==> config.mk <==
export PLATFORM = sky130hd
export DESIGN_NAME = flunky_cluster_csr
export DESIGN_NICKNAME = d
export VERILOG_FILES = /design/src/rtl/flunky_cluster_csr.sv
export SDC_FILE = /design/constraint.sdc
export NUM_CORES = 1
export LEC_CHECK = 0
export CORE_MARGIN = 2
export CORE_UTILIZATION = 53
export CTS_CLUSTER_DIAMETER = 60
export DETAILED_ROUTE_END_ITERATION = 8
export PLACE_DENSITY_LB_ADDON = 0.25
export SYNTH_ARGS = -nofsm -noshare
export SYNTH_HDL_FRONTEND = slang
export SYNTH_SLANG_ARGS = --single-unit
==> constraint.sdc <==
create_clock -name clk -period 5.6 [get_ports clk]
set_clock_uncertainty 0.1 [all_clocks]
set_input_delay 1.12 -clock clk [delete_from_list [all_inputs] [get_ports clk]]
set_output_delay 1.12 -clock clk [all_outputs]
set_load 0.02 [all_outputs]
==> src/rtl/flunky_cluster_csr.sv <==
// APB3 control/status slave for a multi-core flunky cluster: per-core reset
// sequencing with a guaranteed hold time, plus GPIO output, input sync and edge interrupt.
module flunky_cluster_csr #(
    parameter int NUM_CORES  = 4,
    parameter int GPIO_WIDTH = 8,
    parameter int RST_HOLD   = 16,
    parameter int ADDR_WIDTH = 12
) (
    input  logic                  clk,
    input  logic                  reset,
    input  logic [ADDR_WIDTH-1:0] paddr,
    input  logic                  psel,
    input  logic                  penable,
    input  logic                  pwrite,
    input  logic [31:0]           pwdata,
    output logic [31:0]           prdata,
    output logic                  pready,
    output logic                  pslverr,
    output logic [NUM_CORES-1:0]  core_resetn,
    input  logic [GPIO_WIDTH-1:0] gpi,
    output logic [GPIO_WIDTH-1:0] gpo,
    output logic [GPIO_WIDTH-1:0] gpen,
    output logic                  irq
);

    localparam int CW   = $clog2(RST_HOLD);
    localparam int HD_W = (NUM_CORES > 16) ? 16 : NUM_CORES;
    localparam logic [CW-1:0] HOLD_LAST = CW'(RST_HOLD - 1);

    localparam logic [ADDR_WIDTH-1:0] OFF_CORE_RUN  = ADDR_WIDTH'(8'h00);
    localparam logic [ADDR_WIDTH-1:0] OFF_CORE_STAT = ADDR_WIDTH'(8'h04);
    localparam logic [ADDR_WIDTH-1:0] OFF_GPIO_OUT  = ADDR_WIDTH'(8'h08);
    localparam logic [ADDR_WIDTH-1:0] OFF_GPIO_OE   = ADDR_WIDTH'(8'h0C);
    localparam logic [ADDR_WIDTH-1:0] OFF_GPIO_IN   = ADDR_WIDTH'(8'h10);
    localparam logic [ADDR_WIDTH-1:0] OFF_GPIO_EDGE = ADDR_WIDTH'(8'h14);
    localparam logic [ADDR_WIDTH-1:0] OFF_GPIO_IE   = ADDR_WIDTH'(8'h18);
    localparam logic [ADDR_WIDTH-1:0] OFF_ID        = ADDR_WIDTH'(8'h1C);

    localparam logic [7:0]  ID_CORES = 8'(NUM_CORES);
    localparam logic [7:0]  ID_GPIO  = 8'(GPIO_WIDTH);
    localparam logic [31:0] ID_VALUE = {8'hF5, ID_CORES, ID_GPIO, 8'h02};

    typedef enum logic [1:0] {
        ST_HOLD = 2'd0,
        ST_WAIT = 2'd1,
        ST_RUN  = 2'd2
    } core_state_t;

    logic [NUM_CORES-1:0]  core_run_r;
    logic [NUM_CORES-1:0]  core_resetn_s;
    logic [NUM_CORES-1:0]  hold_done_s;
    logic [GPIO_WIDTH-1:0] gpio_out_r;
    logic [GPIO_WIDTH-1:0] gpio_oe_r;
    logic [GPIO_WIDTH-1:0] gpio_ie_r;
    logic [GPIO_WIDTH-1:0] gpio_edge_r;
    logic [GPIO_WIDTH-1:0] sync1_r;
    logic [GPIO_WIDTH-1:0] gpio_in_r;
    logic [GPIO_WIDTH-1:0] hist_r;
    logic [GPIO_WIDTH-1:0] rise_s;
    logic [GPIO_WIDTH-1:0] w1c_s;
    logic [31:0]           rdata_s;
    logic                  mapped_s;
    logic                  wr_s;

    assign wr_s   = psel & penable & pwrite;
    assign rise_s = gpio_in_r & ~hist_r;
    assign pready = 1'b1;

    // Read decode: unmapped offsets read as zero and flag an error.
    always_comb begin
        rdata_s  = 32'h0000_0000;
        mapped_s = 1'b1;
        case (paddr)
            OFF_CORE_RUN:  rdata_s[NUM_CORES-1:0] = core_run_r;
            OFF_CORE_STAT: begin
                rdata_s[NUM_CORES-1:0] = core_resetn_s;
                rdata_s[16 +: HD_W]    = hold_done_s[HD_W-1:0];
            end
            OFF_GPIO_OUT:  rdata_s[GPIO_WIDTH-1:0] = gpio_out_r;
            OFF_GPIO_OE:   rdata_s[GPIO_WIDTH-1:0] = gpio_oe_r;
            OFF_GPIO_IN:   rdata_s[GPIO_WIDTH-1:0] = gpio_in_r;
            OFF_GPIO_EDGE: rdata_s[GPIO_WIDTH-1:0] = gpio_edge_r;
            OFF_GPIO_IE:   rdata_s[GPIO_WIDTH-1:0] = gpio_ie_r;
            OFF_ID:        rdata_s = ID_VALUE;
            default:       mapped_s = 1'b0;
        endcase
    end

    // Bus outputs and the W1C mask for the edge register.
    always_comb begin
        if (psel) begin
            prdata = rdata_s;
        end else begin
            prdata = 32'h0000_0000;
        end
        pslverr = psel & penable & ~mapped_s;
        if (wr_s && (paddr == OFF_GPIO_EDGE)) begin
            w1c_s = pwdata[GPIO_WIDTH-1:0];
        end else begin
            w1c_s = '0;
        end
    end

    // Writable registers and the GPIO input synchroniser/edge capture.
    always_ff @(posedge clk) begin
        if (reset) begin
            core_run_r  <= '0;
            gpio_out_r  <= '0;
            gpio_oe_r   <= '0;
            gpio_ie_r   <= '0;
            gpio_edge_r <= '0;
            sync1_r     <= '0;
            gpio_in_r   <= '0;
            hist_r      <= '0;
        end else begin
            if (wr_s && (paddr == OFF_CORE_RUN)) core_run_r <= pwdata[NUM_CORES-1:0];
            if (wr_s && (paddr == OFF_GPIO_OUT)) gpio_out_r <= pwdata[GPIO_WIDTH-1:0];
            if (wr_s && (paddr == OFF_GPIO_OE))  gpio_oe_r  <= pwdata[GPIO_WIDTH-1:0];
            if (wr_s && (paddr == OFF_GPIO_IE))  gpio_ie_r  <= pwdata[GPIO_WIDTH-1:0];
            // A rise in the same cycle as a clear must survive, so OR it in last.
            gpio_edge_r <= (gpio_edge_r & ~w1c_s) | rise_s;
            sync1_r     <= gpi;
            gpio_in_r   <= sync1_r;
            hist_r      <= gpio_in_r;
        end
    end

    for (genvar i = 0; i < NUM_CORES; i++) begin : g_core
        core_state_t   state_r;
        logic [CW-1:0] cnt_r;
        logic          resetn_r;

        // Reset sequencer; resetn_r is the registered decode of the next state.
        always_ff @(posedge clk) begin
            if (reset) begin
                state_r  <= ST_HOLD;
                cnt_r    <= '0;
                resetn_r <= 1'b0;
            end else begin
                case (state_r)
                    ST_HOLD: begin
                        resetn_r <= 1'b0;
                        if (cnt_r == HOLD_LAST) begin
                            state_r <= ST_WAIT;
                        end else begin
                            cnt_r <= cnt_r + CW'(1);
                        end
                    end
                    ST_WAIT: begin
                        if (core_run_r[i]) begin
                            state_r  <= ST_RUN;
                            resetn_r <= 1'b1;
                        end else begin
                            resetn_r <= 1'b0;
                        end
                    end
                    ST_RUN: begin
                        if (!core_run_r[i]) begin
                            state_r  <= ST_HOLD;
                            cnt_r    <= '0;
                            resetn_r <= 1'b0;
                        end else begin
                            resetn_r <= 1'b1;
                        end
                    end
                    default: begin
                        state_r  <= ST_HOLD;
                        cnt_r    <= '0;
                        resetn_r <= 1'b0;
                    end
                endcase
            end
        end

        assign core_resetn_s[i] = resetn_r;
        assign hold_done_s[i]   = (state_r != ST_HOLD);
    end

    assign core_resetn = core_resetn_s;
    assign gpo         = gpio_out_r;
    assign gpen        = gpio_oe_r;
    assign irq         = |(gpio_edge_r & gpio_ie_r);

endmodule

[After elaboration in Yosys (flattened, before gate mapping)]
Cells that the tools add are included.
Word-level totals
  register bits: 88
  bits in latches: 0
  RAM bits: 0
  ROM bits: 0
  bits of input ports: 57
  output and inout bits: 55
  logic and storage cells: 149
  memories kept: 0
Cells by class
  add/subtract/negate cells: 4
  multipliers: 0
  div/mod/pow operators: 0
  order comparisons: 0
  eq/ne operators: 35
  shift operators: 0
  mux-type cells: 40
  bitwise operators: 18
  reductions and logical operators: 32
Operator list (count)
  == test 12 x 5 -> 1 bit (second input constant): 4
  case mux 4 bit (3 select lines): 4
  2-to-1 mux 4 bit: 9
  2-to-1 mux 32 bit: 1
  inequality test 2 bit (second input constant): 16
  case mux 4 bit (8 select lines): 1
  AND 8 bit: 3
  == test 12 x 4 -> 1 bit (second input constant): 2
  2-to-1 mux 2 bit: 12
  case mux 2 bit (3 select lines): 4
  AND reduction 3 bit: 8
  case mux 4 bit (5 select lines): 1
  adder 4 x 1 -> 4 bit (second input constant): 4
  == test 4 bit (second input constant): 4
  NOT 8 bit: 2
  OR reduction 2 bit: 8
  OR reduction 8 bit: 2
  == test 12 x 3 -> 1 bit (second input constant): 1
  logical NOT 12 bit: 1
  2-to-1 mux 12 bit: 1
  NOT 1 bit: 9
  == test 2 x 1 -> 1 bit (second input constant): 4
  == test 2 bit (second input constant): 4
  logical NOT 2 bit: 4
  7 further kinds: 20

[Depth between registers and ports, before layout]
  depth after elaboration: 7
  depth in mapped cells: 6
  gate-level depth less buffers: 6

[Worst setup path after synthesis]
Ideal clock, no wire load.
  kind: input to output
  start: input paddr[1]
  end: output prdata[24]
  arrival time: 2740 ps
  required time: 4380 ps
  path slack: 1640 ps
  stages on the path: 5
  buffers on the path: 2
  cell sequence: nor4_1 -> nand4_1 -> clkbuf_1 -> nor2_1 -> buf_4
Between the ends
  longest elaborated chain between the ends: 3
Ends and longest elaborated chain
  from (decl): line 11  | input logic [ADDR_WIDTH-1:0] paddr,
  == test 12 x 5 -> 1 bit: line 73  | case (paddr)
  2-to-1 mux 12 bit: line 73
  2-to-1 mux 32 bit: line 91  | if (psel) begin
  to (decl): line 16  | output logic [31:0] prdata,
Every way passes these cells.

[Final worst setup path]
  start: input paddr[1]
  end: output prdata[29]
Same word-level chain as after synthesis.

==> implementation parameters <==
Parameter                              Value

Outcome
  Run status ... finished clean

Global route
  Total gr overflow ... 0
  Number of antenna violations at the first check in global routing ... 0
  Number of global-route vias before repair ... 3370
  Wire length of the first global-routing pass ... 15700 um
  Global-route total usage across every layer ... 22.5%
  Largest net degree at the start of global routing ... 56

Setup path
  Critical path type ... primary input to primary output
  Worst-case register-to-register setup slack ... 3710 ps
  CP cell instances ... clkdlybuf4s50_1 -> nor4_1 -> nand4_1 -> buf_4 -> nor2_1 -> clkdlybuf4s50_1
  Reg-to-reg endpoint ... g_core[2].cnt_r[3]
  Crit path top cell by count ... sky130_fd_sc_hd__clkdlybuf4s50_1
  Worst setup EP type ... primary output
  Maximum fanout along the worst path ... 11
  Crit-path slowest cell ... sky130_fd_sc_hd__nor4_1
  Top delay family on crit path ... buffers and inverters
  Data arrival time of the worst path ... 3700 ps
  Crit path largest cell delay ... 740 ps
  Reg2Reg Depth ... 6
  Startpoint of the most critical setup path ... paddr[1]
  Launching element type of the critical path ... primary input
  Data required time of the critical path ... 4380 ps
  WP buf/inv ... 3
  Source of the worst register-to-register timing path ... g_core[2].state_r[0]

Timing
  Fmax achieved ... 203 MHz
  Transition time at the pin with the least slew margin ... 868 ps
  Max-slew headroom at the worst pin ... 42.1%
  Final sum of negative setup slack ... 0 ps
  Tcrit/Tclk final ... 87.8%
  Setup repair after global routing missed its margin ... no
  Clock period minus worst slack ... 4920 ps
  Setup Viol. Count Final ... 0
  Fin. Hold Viols ... 0
  Final worst slack ... 684 ps
  Total count of max-transition violations in the final report ... 0

Detailed routing
  Final routed wirelength across all metal layers ... 9680 um
  Pre-Repair DR Iteration Count ... 4
  # DRC ... 0
  Remaining antenna violation count ... 0
  Vias per cell ... 5.46
  Routed wire per std cell ... 14.8 um
  Number of DRC markers after the initial detailed-route iteration ... 198
  Number of vias after detailed routing ... 3575

Yosys
  Post-synth top area cell ... sky130_fd_sc_hd__dfxtp_1
  Share of the synthesized area in compound gates (AO/OA/AOI/OAI) ... 14.7%
  Ranking of synthesized cells by area ... sky130_fd_sc_hd__dfxtp_1 41%, sky130_fd_sc_hd__mux2i_1 9.5%, sky130_fd_sc_hd__nand2b_1 6.3%
  Number of distinct library cells after synthesis ... 39
  Average size of a mapped cell ... 8.91 um2
  Sequential fraction of the synthesis area ... 40.6%
  Async set or reset register ratio after synthesis ... 0%
  Yosys warns ... 0
  Flop and latch count out of synthesis ... 88
  Post-synthesis instance total ... 487
  Area of the mapped netlist ... 0.00434 mm2
  Top-area cell type share of the netlist area ... 40.6%
  Portion of netlist area occupied by mux cells ... 9.98%
  Post-Synth Simple-Gate Area ... 21.8%
  Xor-xnor portion of the synthesized cell area ... 0%
  Most used standard cells in the synthesized netlist ... 88 x sky130_fd_sc_hd__dfxtp_1, 44 x sky130_fd_sc_hd__nand2b_1, 41 x sky130_fd_sc_hd__a21oi_1, 41 x sky130_fd_sc_hd__mux2i_1, 29 x sky130_fd_sc_hd__o21ai_0
  Primary flip-flop cell chosen by synthesis mapping ... sky130_fd_sc_hd__dfxtp_1
  EDFF count, synth ... 0
  Adder-cell share of the synthesized area ... 4.61%
  Main combinational cell family by area after synthesis ... simple AND/OR/NAND/NOR gates
  Library cell with the highest instance count after synthesis ... sky130_fd_sc_hd__dfxtp_1

Run
  Reported max-cap violation count ... 0

CTS
  CTS Buf Count ... 9
  Worst-case clock buffer depth ... 2
  Total number of H-tree levels ... 3
  Root Buffer Master ... sky130_fd_sc_hd__clkbuf_8
  Post-CTS resize count ... 0
  CTS sink cnt ... 88
  Setup bufs post-CTS ... 0
  Hold buffer count at CTS ... 0
  TritonCTS clock tree ... done
  Clock transition time at the flip-flop clock pins of the worst setup and hold paths ... 80 ps
  Clock Latency Late Sink ... 350 ps

Floorplanning
  Area of the core region ... 0.00809 mm2
  Area of the die ... 0.00893 mm2
  Top-level I/O count ... 112
  Row count ... 33
  Die Span X ... 94.5 um
  Effective utilization at floorplan ... 53.6%
  Die H ... 94.5 um

Placement
  Port Buf Inserts ... 73
  Placement-stage worst setup slack ... 691 ps
  Cell area after placement ... 0.00503 mm2
  HPWL reported at the end of detailed placement ... 7100 um
  RD Place Congestion ... 0.848
  Cell count after placement ... 639

Power
  Worst VDD drop ... 153 uV
  Final total power ... 0.00134 W
  Areal power density over the cells ... 254 mW/mm2
  Cell leakage power ... 2.07 nW

Finish
  Share of layout cells above drive strength 1 ... 5.64%
  Finished Layout Cells ... 655
  Summed area of non-filler cells in the final layout ... 0.00528 mm2
  Area growth from synthesis to layout ... 21.6%
  Count of antenna diodes in the layout ... 0
  Net count, final ... 618

Worst hold path
  Worst Hold Launch ... sync1_r[1]
  Hold depth ... 1
  Terminating pin of the worst hold path ... gpio_in_r[1]
  Type of the worst min-delay path ... flip-flop to flip-flop
layer usage:
layer,up-vias,wire (um),part of all wire (%),track usage (%)
met5,-,0,0,0
met4,0,155,1.6,7.61
met3,15,434,4.5,4.23
met2,93,4690,48,38.0
met1,1681,4400,45,28.8
li1,1786,-,-,-
layout by cell type (no fill, tap or decap), types with 4 or more instances in the layout:
| cell | Yosys | routed |
|---|---|---|
| sky130_fd_sc_hd__clkdlybuf4s50_1 | 0 | 72 |
| sky130_fd_sc_hd__a221oi_1 | 4 | 4 |
| sky130_fd_sc_hd__dfxtp_1 | 88 | 88 |
| sky130_fd_sc_hd__conb_1 | 2 | 14 |
| sky130_fd_sc_hd__nand2b_1 | 44 | 44 |
| sky130_fd_sc_hd__nand2_1 | 19 | 19 |
| sky130_fd_sc_hd__o21ai_0 | 29 | 29 |
| sky130_fd_sc_hd__ha_1 | 16 | 16 |
| sky130_fd_sc_hd__nand4_1 | 14 | 14 |
| sky130_fd_sc_hd__nand3_1 | 15 | 15 |
| sky130_fd_sc_hd__a31oi_1 | 4 | 4 |
| sky130_fd_sc_hd__nor2b_1 | 27 | 27 |
| sky130_fd_sc_hd__a22oi_1 | 8 | 8 |
| sky130_fd_sc_hd__o2bb2ai_1 | 4 | 4 |
| sky130_fd_sc_hd__a211oi_1 | 12 | 12 |
| sky130_fd_sc_hd__a21oi_1 | 41 | 41 |
| sky130_fd_sc_hd__mux2i_1 | 41 | 41 |
| sky130_fd_sc_hd__nand4b_1 | 5 | 5 |
| sky130_fd_sc_hd__clkbuf_8 | 0 | 10 |
| sky130_fd_sc_hd__buf_4 | 24 | 7 |
| sky130_fd_sc_hd__nor2_1 | 22 | 22 |
| sky130_fd_sc_hd__inv_1 | 24 | 24 |
worst reg2reg max path: cells and delay by family (launching register included):
kind	cells	cell delay [ps]
AOI/OAI and AO/OA	2	700
DFF	1	350
adders and majority gates	1	210
and+or+nand+nor	1	200
muxes	1	150
buffers and inverters	1	80
worst max-delay path by stage:
stage,to,depth (start not counted)
floorplan,prdata[24],5
global placement,prdata[24],6
detailed placement,prdata[29],6
CTS,prdata[29],6
global route,prdata[29],6
finish,prdata[29],6
logic make-up (layout without fill, tap and decap cells):
logic type	count (synthesis)	after routing
AO/OA/AOI/OAI	107	107
adder cells (fa/ha/maj)	16	16
buffers and inverters	69	120
flip-flops	88	88
multiplexers	43	43
other	2	14
AND/OR/NAND/NOR	162	162
power breakdown:
| part | total (W) | switching, W | internal (W) |
|---|---|---|---|
| clock network | 0.000527 | 0.000218 | 0.000309 |
| registers | 0.000669 | 0.0000195 | 0.000650 |
| logic | 0.000146 | 0.0000789 | 0.0000672 |
cell type report:
| cell class | count | area (um2) |
|---|---|---|
| Clock inverter | 5 | 104 |
| Clock buffer | 11 | 141 |
| Timing Repair Buffer | 80 | 778 |
| Sequential cell | 88 | 1760 |
| Multi-Input combinational cell | 342 | 2270 |
| Fill cell | 718 | 2820 |
| Tap cell | 105 | 131 |
| Inverter | 24 | 90.1 |
through the flow:
stage	hold WS (ps)	utilization, %
floorplan	314	-
global placement	316	62.2
detailed placement	325	62.2
CTS	344	65.2
global route	357	65.2
finish	338	65.2
flip-flops by register name, indices dropped and copies added, names as in the netlist:
name	flops
g_core.cnt_r	16
gpio_ie_r	8
core_run_r	4
g_core.resetn_r	4
gpen	8
hist_r	8
gpo	8
gpio_in_r	8
g_core.state_r	8
sync1_r	8
gpio_edge_r	8
Power figures use the tool's default switching activity.
